`src/rtl/muller_c_sequencer.sv`:
```
// Drives one N-input Muller C-element through set/hold/clear/hold phases.
// It checks the acknowledge and hysteresis of each iteration and keeps the pass/fail counts.
module muller_c_sequencer #(
   parameter int N_IN        = 2,
   parameter int SYNC_STAGES = 2,
   parameter int TIMEOUT     = 15,
   parameter int HOLD_CYC    = 8,
   parameter int CNT_W       = 16
) (
   input  logic             clock,
   input  logic             reset,
   input  logic             start,
   input  logic             abort,
   input  logic [CNT_W-1:0] iter_cnt,
   output logic [N_IN-1:0]  c_in,
   input  logic             c_out,
   output logic             busy,
   output logic             done,
   output logic [CNT_W-1:0] pass_cnt,
   output logic [CNT_W-1:0] fail_cnt,
   output logic             timeout_seen,
   output logic             hold_err_seen,
   output logic [2:0]       state_o
);

   localparam logic [2:0] S_IDLE  = 3'd0;
   localparam logic [2:0] S_SET   = 3'd1;
   localparam logic [2:0] S_HOLD1 = 3'd2;
   localparam logic [2:0] S_CLR   = 3'd3;
   localparam logic [2:0] S_HOLD0 = 3'd4;
   localparam logic [2:0] S_DONE  = 3'd5;

   localparam int KW = (N_IN > 1) ? $clog2(N_IN) : 1;
   localparam int WW = $clog2(TIMEOUT + 1);
   localparam int HW = $clog2(HOLD_CYC + 1);

   logic [2:0]             state;
   logic [2:0]             nxt;
   logic [KW-1:0]          k;
   logic [KW-1:0]          k_nxt;
   logic [WW-1:0]          w;
   logic [HW-1:0]          h;
   logic [CNT_W-1:0]       iter_lat;
   logic [CNT_W-1:0]       iter_num;
   logic                   fail_bit;
   logic [SYNC_STAGES-1:0] sync;
   logic                   c_sync;
   logic                   sat;
   logic                   hold_end;
   logic                   last_iter;
   logic                   go;
   logic                   fail_now;

   assign c_sync  = sync[SYNC_STAGES-1];
   assign state_o = state;

   // Input pattern for a given phase and rotation index.
   function automatic logic [N_IN-1:0] drive(
      input logic [2:0]    s,
      input logic [KW-1:0] kk
   );
      logic [N_IN-1:0] one;
      one = N_IN'(1) << kk;
      case (s)
         S_SET:   return '1;
         S_HOLD1: return ~one;
         S_HOLD0: return one;
         default: return '0;
      endcase
   endfunction

   always_comb begin
      nxt       = state;
      k_nxt     = k;
      sat       = (w == WW'(TIMEOUT));
      hold_end  = (h == HW'(HOLD_CYC - 1));
      last_iter = ((iter_num + CNT_W'(1)) == iter_lat);
      go        = (state == S_IDLE) && start && !abort;
      fail_now  = fail_bit || c_sync;
      unique case (state)
         S_IDLE: begin
            if (go) begin
               nxt   = (iter_cnt == '0) ? S_DONE : S_SET;
               k_nxt = '0;
            end
         end
         S_SET: begin
            if (c_sync || sat) nxt = S_HOLD1;
         end
         S_HOLD1: begin
            if (hold_end) nxt = S_CLR;
         end
         S_CLR: begin
            if (!c_sync || sat) nxt = S_HOLD0;
         end
         S_HOLD0: begin
            if (hold_end) begin
               nxt   = last_iter ? S_DONE : S_SET;
               k_nxt = (k == KW'(N_IN - 1)) ? '0 : k + KW'(1);
            end
         end
         S_DONE: nxt = S_IDLE;
         default: nxt = S_IDLE;
      endcase
      if (abort && state != S_IDLE) begin
         nxt   = S_IDLE;
         k_nxt = k;
      end
   end

   always_ff @(posedge clock) begin
      if (reset) begin
         state         <= S_IDLE;
         c_in          <= '0;
         busy          <= 1'b0;
         done          <= 1'b0;
         pass_cnt      <= '0;
         fail_cnt      <= '0;
         timeout_seen  <= 1'b0;
         hold_err_seen <= 1'b0;
         k             <= '0;
         w             <= '0;
         h             <= '0;
         iter_lat      <= '0;
         iter_num      <= '0;
         fail_bit      <= 1'b0;
         sync          <= '0;
      end else begin
         sync[0] <= c_out;
         for (int i = 1; i < SYNC_STAGES; i++)
            sync[i] <= sync[i-1];

         state <= nxt;
         k     <= k_nxt;
         c_in  <= drive(nxt, k_nxt);
         busy  <= nxt inside {S_SET, S_HOLD1, S_CLR, S_HOLD0};
         done  <= (nxt == S_DONE);

         // Phase timers restart on every state change.
         if (nxt != state) begin
            w <= '0;
            h <= '0;
         end else begin
            if (!sat)      w <= w + WW'(1);
            if (!hold_end) h <= h + HW'(1);
         end

         if (go) begin
            pass_cnt      <= '0;
            fail_cnt      <= '0;
            timeout_seen  <= 1'b0;
            hold_err_seen <= 1'b0;
            iter_lat      <= iter_cnt;
            iter_num      <= '0;
            fail_bit      <= 1'b0;
         end

         // An aborted cycle leaves all scoring untouched.
         if (!abort) begin
            unique case (state)
               S_SET: begin
                  if (!c_sync && sat) begin
                     fail_bit     <= 1'b1;
                     timeout_seen <= 1'b1;
                  end
               end
               S_CLR: begin
                  if (c_sync && sat) begin
                     fail_bit     <= 1'b1;
                     timeout_seen <= 1'b1;
                  end
               end
               S_HOLD1: begin
                  if (!c_sync) begin
                     fail_bit      <= 1'b1;
                     hold_err_seen <= 1'b1;
                  end
               end
               S_HOLD0: begin
                  if (c_sync) begin
                     fail_bit      <= 1'b1;
                     hold_err_seen <= 1'b1;
                  end
                  if (hold_end) begin
                     if (fail_now) begin
                        if (fail_cnt != '1) fail_cnt <= fail_cnt + CNT_W'(1);
                     end else begin
                        if (pass_cnt != '1) pass_cnt <= pass_cnt + CNT_W'(1);
                     end
                     iter_num <= iter_num + CNT_W'(1);
                     fail_bit <= 1'b0;
                  end
               end
               default: ;
            endcase
         end
      end
   end

endmodule

```
`config.mk`:
```
export PLATFORM = sky130hd
export DESIGN_NAME = muller_c_sequencer
export DESIGN_NICKNAME = d
export VERILOG_FILES = /design/src/rtl/muller_c_sequencer.sv
export SDC_FILE = /design/constraint.sdc
export NUM_CORES = 1
export LEC_CHECK = 0
export CORE_MARGIN = 3
export CORE_UTILIZATION = 52
export CTS_BUF_LIST = sky130_fd_sc_hd__clkbuf_4 sky130_fd_sc_hd__clkbuf_8
export CTS_CLUSTER_DIAMETER = 40
export CTS_CLUSTER_SIZE = 40
export DETAILED_ROUTE_END_ITERATION = 12
export HOLD_SLACK_MARGIN = 0.12
export PLACE_DENSITY = 0.79
export SLEW_MARGIN = 0
export SYNTH_ARGS = -nofsm -noshare
export SYNTH_HDL_FRONTEND = slang
export SYNTH_SLANG_ARGS = --single-unit
```
`constraint.sdc`:
```
create_clock -name clock -period 2.5 [get_ports clock]
set_clock_uncertainty 0.15 [all_clocks]
set_input_delay 0.625 -clock clock [delete_from_list [all_inputs] [get_ports clock]]
set_output_delay 0.625 -clock clock [all_outputs]
set_load 0.02 [all_outputs]
```
## Word-level counts from Yosys, hierarchy flattened

Cells that the tools add are included.

| storage, ports and cells | value |
|---|---|
| flip-flop bits (word level) | 85 |
| bits in latches | 0 |
| ROM bits | 0 |
| logic and storage cells | 102 |
| memories kept | 0 |
| RAM bits | 0 |
| output and inout bits | 41 |

| operators by class | value |
|---|---|
| bitwise operators | 1 |
| $add $sub $neg | 6 |
| $mul | 0 |
| order comparisons | 0 |
| divide/modulo/power cells | 0 |
| muxes and demuxes | 49 |
| shift operators | 1 |
| reduce and logical (&&, ||, !) cells | 15 |
| equality and inequality tests | 15 |

Operators by type and width:

| operator | number |
|---|---|
| $mux 16 | 16 |
| $add 16x1->16 const B | 3 |
| $ne 16x16->1 const B | 2 |
| $mux 3 | 8 |
| $mux 1 | 19 |
| $eq 16x16->1 | 1 |
| $logic_not 16->1 | 1 |
| $pmux 3 s5 | 1 |
| $eq 3x2->1 const B | 4 |
| $eq 3x3->1 const B | 3 |
| $add 4x1->4 const B | 2 |
| $eq 3x1->1 const B | 2 |
| $pmux 1 s2 | 3 |
| $pmux 2 s3 | 1 |
| $logic_and 1x1->1 | 5 |
| $eq 4x3->1 const B | 1 |
| $eq 4x4->1 const B | 1 |
| $pmux 1 s4 | 1 |
| $reduce_bool 4->1 | 1 |
| $logic_not 3->1 | 1 |
| $logic_or 1x1->1 | 3 |
| $ne 3x3->1 | 1 |
| $reduce_bool 3->1 | 1 |
| $logic_not 1->1 | 2 |
| 4 further kinds | 4 |

## Depth between registers and ports, before layout

| logic depth | value |
|---|---|
| depth after elaboration | 9 |
| gate-level depth with buffers | 10 |
| gate-level depth less buffers | 8 |

## Least setup slack after synthesis

Ideal clock, no wire load.

| path | value |
|---|---|
| path type | reg-to-reg |
| start point | reg iter_num[0] |
| end point | reg busy |
| arrival | 2285 ps |
| required time | 2215 ps |
| stages on the path, launching flop included | 10 |
| slack | -70 ps |
| path buffers | 1 |
| period minus slack after synthesis | 2570 ps |
| cells stage by stage | dfxtp_1 -> ha_1 -> and3_1 -> buf_6 -> a21oi_2 -> or4b_4 -> a2111oi_4 -> and4_4 -> nand2b_2 -> o311ai_1 |

| on the way | value |
|---|---|
| cells in the longest elaborated chain, start to end | 8 |
| elaborated cells on any way between the ends | 11 |
| those cells by class | add/sub (1); eq/ne (5); mux (4); reduce/logical (1) |

RTL lines:

| element | line | RTL |
|---|---|---|
| start, declared | 44 | `logic [CNT_W-1:0] iter_num;` |
| start signal, assigned | 190 | `iter_num <= iter_num + CNT_W'(1);` |
| $add 16x1->16 * | 77 | `last_iter = ((iter_num + CNT_W'(1)) == iter_lat);` |
| $eq 16x16->1 * | 77 |  |
| $mux 3 * | 98 | `nxt = last_iter ? S_DONE : S_SET;` |
| $mux 3 * | 97 | `if (hold_end) begin` |
| $pmux 3 s5 * | 80 | `unique case (state)` |
| $mux 3 * | 105 | `if (abort && state != S_IDLE) begin` |
| $eq 3x1->1 (tied with other cells) | 136 | `busy <= nxt inside {S_SET, S_HOLD1, S_CLR, S_HOLD0};` |
| $reduce_bool 4->1 * | 136 |  |
| end signal, assigned | 136 |  |
| end, declared | 17 | `output logic busy,` |

Mark *: on every way between the ends. The rest lies on a longest branch, timed or not.
A chain may end at the register's enable or synchronous reset.

## Worst setup path after layout

| path | value |
|---|---|
| start point | in abort |
| end point | reg c_in[1] |

| on the way | value |
|---|---|
| cells in the longest elaborated chain, start to end | 8 |
| elaborated cells on any way between the ends | 15 |
| those cells by class | eq/ne (3); shift (1); mux (7); bitwise (1); reduce/logical (3) |

RTL lines:

| element | line | RTL |
|---|---|---|
| start, declared | 13 | `input logic abort,` |
| branches (longest 7 deep; another with $pmux 3 s5) | - |  |
| $pmux 2 s3 * | 64 | `case (s)` |
| end signal, assigned | 135 | `c_in <= drive(nxt, k_nxt);` |
| end, declared | 15 | `output logic [N_IN-1:0] c_in,` |

Mark *: on every way between the ends.

==> implementation parameters <==
Parameter                              Value

Finish
  Most frequent standard cell in the layout excluding fill and tap cells ... dfxtp_1
  Fraction of layout cells with a size suffix above 1 ... between 10% and 20%
  Count of filler cells inserted in the layout ... 688
  Highest-count cells in the layout ignoring fill and taps ... dfxtp_1, nor2_1, nand2_1
  Antenna Diode Count ... 0
  Count of non-filler cells in the finished layout ... 800
  Total Nets Final ... approximately 700
  Area Overhead vs Synth ... 28.6%

Power and ir drop
  Sw Pwr ... about 0.69 mW
  Sequential Power Share ... a little over half
  Comb pwr share ... between 10% and 20%
  Switching Share ... between 20% and 30%
  Cell-internal power ... between 1.5 and 2 mW
  Peak supply drop ... 0.447 mV
  Total power divided by cell area ... between 400 and 500 nW/µm²
  Static leakage ... around 2.1 nW
  Clock share of power ... 34.5%

Floorplan
  Die outline height ... about 100 µm
  Die Footprint ... 10100 µm²
  Boundary pin count ... between 60 and 70
  Initial core utilization ... 54.9%
  Core Area ... roughly 8400 µm²
  Row count ... 33
  Chip width ... roughly 100 µm

Synth
  Netlist area before placement ... approximately 4600 µm²
  Count of cell types in the netlist ... 68
  Net count after synthesis ... roughly 600
  Count of yosys warnings during synthesis ... 0
  Yosys reg bits ... between 80 and 90
  Leading register cell type out of synthesis ... dfxtp_1
  Number of flops mapped to enable cells by yosys ... 0
  Sequential share of the synthesized area ... between 30% and 40%
  Avg Inst Size Synth ... slightly below 8 µm²
  Post-synthesis async set-or-reset flop share ... 0%
  Post-synthesis cell count ... ~600

Worst setup path
  Count of cells along the worst register-to-register path ... 9
  Reg-to-reg slack, setup ... 0.08 ns
  Maximum fanout encountered on the critical timing path ... 26
  Data arrival time of the worst path ... about 2.6 ns
  Origin of the worst setup path ... abort
  Critical register-to-register path endpoint ... c_in[1]
  Kind of start point of the critical path ... input pin
  Series of cell instances along the critical path ... clkdlybuf4s50_1, nor4b_2, buf_4, nand2_2, buf_8, nor2_2, a21oi_2, nor3_1, a21oi_1, o32ai_1
  Slowest CP cell ... clkdlybuf4s50_1
  CP Capture Type ... flip-flop
  Levels on crit path ... 10
  Reg2Reg Launch Point ... iter_num[1]
  Critical Path End ... c_in[1]
  Critical path's largest stage delay ... roughly 0.46 ns
  Worst setup path class ... input pin to flip-flop
  Top delay family on crit path ... buffers and inverters
  Required time of the critical path ... between 2 and 3 ns
  Buf/Inv on CP ... 3

Place
  HPWL after detailed placement ... just under 9000 µm
  GP Congestion ... ~0.90
  Count of buffers from port buffering ... between 60 and 70
  Cells after DPL ... just under 800

Timing
  Maximum clock frequency ... between 0.4 and 0.5 GHz
  Count of final max-slew check failures ... 0
  Final setup vio count ... 0
  Post-route fraction of the period consumed by the critical path ... around 100%
  Max-slew headroom ... 50.8%
  Worst hold margin ... 0.293 ns
  Setup repair after global routing missed its margin ... yes
  Final critical-path required period ... ~2.4 ns
  Worst Tran Pin Value ... approximately 0.73 ns
  Hold Vio Cnt, Final ... 0

Flow run
  Max-Cap Viols ... 0

Detailed routing
  Number of optimization iterations in the first detailed-route pass ... 5
  Average routed wire per standard cell ... approximately 15 µm
  Total number of vias ... 4699
  Number of design rule violations left after detail routing ... 0
  Number of antenna-violating nets in the routed design ... 0
  Vias per Instance ... slightly below 6
  Starting DRT DRC Count ... roughly 330
  Routed wire length ... 12000 µm

Global route
  First-pass GRT wire length ... between 15000 and 20000 µm
  Total global routing overflow ... 0
  Total track usage ... 23.8%
  Number of global-route vias before repair ... between 4000 and 5000
  Initial antenna violation count ... 0
  Maximum number of pins on one net before global-route repair ... a little over 40

Clocking
  TritonCTS clock tree ... done
  Hold buffers post-CTS ... 0
  Clock latency reported for the late side of the worst-skew pair ... about 0.36 ns
  Buffer depth of the longest clock path ... 2
  Clock-pin slew on the worst setup and hold paths ... approximately 0.090 ns
  Clock root cell ... clkbuf_8
  Post-CTS setup buffer count ... 0
  Number of clock buffers inserted by TritonCTS ... 9
  H-Tree Level Count ... 3
  Clock sink total ... 85

Hold path
  Hold crit path type ... flip-flop to flip-flop

Status
  Run status ... finished clean
==> worst min-delay path by stage <==
| stage | from | to | slack, ns | cells after the start |
|---|---|---|---|---|
| final | sync[0] | sync[1] | 0.29 | 1 |
| after global routing | sync[0] | sync[1] | 0.32 | 1 |
| after CTS | sync[0] | sync[1] | 0.30 | 1 |
| after detailed placement | sync[0] | sync[1] | 0.28 | 1 |
| after global placement | sync[0] | sync[1] | 0.28 | 1 |
| after floorplan | sync[0] | sync[1] | 0.26 | 1 |
==> flip-flops by register name, indices dropped and copies added, names as in the netlist <==
register	count
busy	1
c_in	2
done	1
fail_bit	1
fail_cnt	16
h	4
hold_err_seen	1
iter_lat	16
iter_num	16
k	1
pass_cnt	16
state_o	3
sync	2
timeout_seen	1
w	4
==> worst reg2reg max path, cell delays in order (launching register included) <==
cell,delay [ns]
dfxtp_2,0.36
ha_4,0.18
and3_4,0.21
buf_4,0.14
nand4_1,0.16
xnor2_1,0.22
a2111oi_4,0.32
and4_4,0.31
nand2b_4,0.15
o32ai_1,0.08
==> routing by layer <==
metal  track usage [%]  part of all wire, %  vias up
li1                  -                    -     2327
met2              37.5                   47      145
met1              32.4                   46     2206
met5                 0                    0        -
met4              7.77                  1.8        0
met3              5.00                  6.1       21
==> through the flow <==
| stage | power [mW] | util (%) | setup WS [ns] | setup TNS [ns] | instance area (µm²) |
|---|---|---|---|---|---|
| after floorplan | 1.59 | - | -0.0108 | -0.0247 | 4650 |
| after global placement | 1.72 | 67.6 | -0.310 | -8.98 | 5700 |
| after detailed placement | 1.73 | 67.6 | -0.338 | -10.75 | 5700 |
| after CTS | 2.61 | 69.8 | 0.00333 | 0 | 5880 |
| after global routing | 2.71 | 70.6 | -0.0197 | -0.0257 | 5950 |
| final | 2.60 | 70.6 | 0.0579 | 0 | 5950 |
==> timing repair <==
action,in CTS,in global routing
endpoints found under the setup margin,5,31
pin swaps,0,7
cloned,0,1
resized for setup,2,19
endpoints found under the hold margin,0,0
==> cells by family after synthesis <==
group / after synthesis / share of synthesized area [%]
flops: 85 / 36.8
compound gates: 122 / 16.9
mux: 3 / 0.676
xor+xnor: 39 / 7.38
fa+ha+maj: 5 / 1.35
buf+inv: 43 / 4.89
simple gates: 291 / 32.0
==> power by group through the flow <==
stage	logic, mW	clock network (mW)	registers, mW
2_1_floorplan	0.149	0	1.44
3_3_place_gp	0.278	0	1.44
3_5_place_dp	0.287	0	1.44
4_1_cts	0.288	0.917	1.41
5_1_grt	0.324	0.972	1.41
6_report	0.294	0.897	1.41
==> synthesized netlist by cell type (all sizes together), types with 7 or more instances <==
| cell | n | area (µm²) |
|---|---|---|
| a21oi | 58 | 294 |
| a22oi | 8 | 60.1 |
| and3 | 11 | 68.8 |
| and4 | 7 | 65.1 |
| buf | 17 | 128 |
| clkbuf | 18 | 68.8 |
| dfxtp | 85 | 1700 |
| inv | 8 | 30.0 |
| nand2 | 72 | 275 |
| nand2b | 7 | 46.3 |
| nand3 | 30 | 150 |
| nand3b | 9 | 67.6 |
| nand4 | 14 | 87.6 |
| nor2 | 73 | 274 |
| nor3 | 24 | 131 |
| nor4 | 16 | 100 |
| o21ai | 20 | 111 |
| xnor2 | 25 | 219 |
| xor2 | 14 | 123 |
==> layout make-up <==
| class | instances | area [µm²] | share of cell area (%) |
|---|---|---|---|
| multi-input cells | 461 | 2790 | 46.8 |
| well taps | 105 | 131 | 2.21 |
| flip-flops and latches | 85 | 1710 | 28.7 |
| repair buffers | 125 | 1120 | 18.8 |
| clock buffers | 11 | 139 | 2.33 |
| inverters | 8 | 30.0 | 0.505 |
| clock inverters | 5 | 36.3 | 0.610 |
Power figures use the tool's default switching activity.
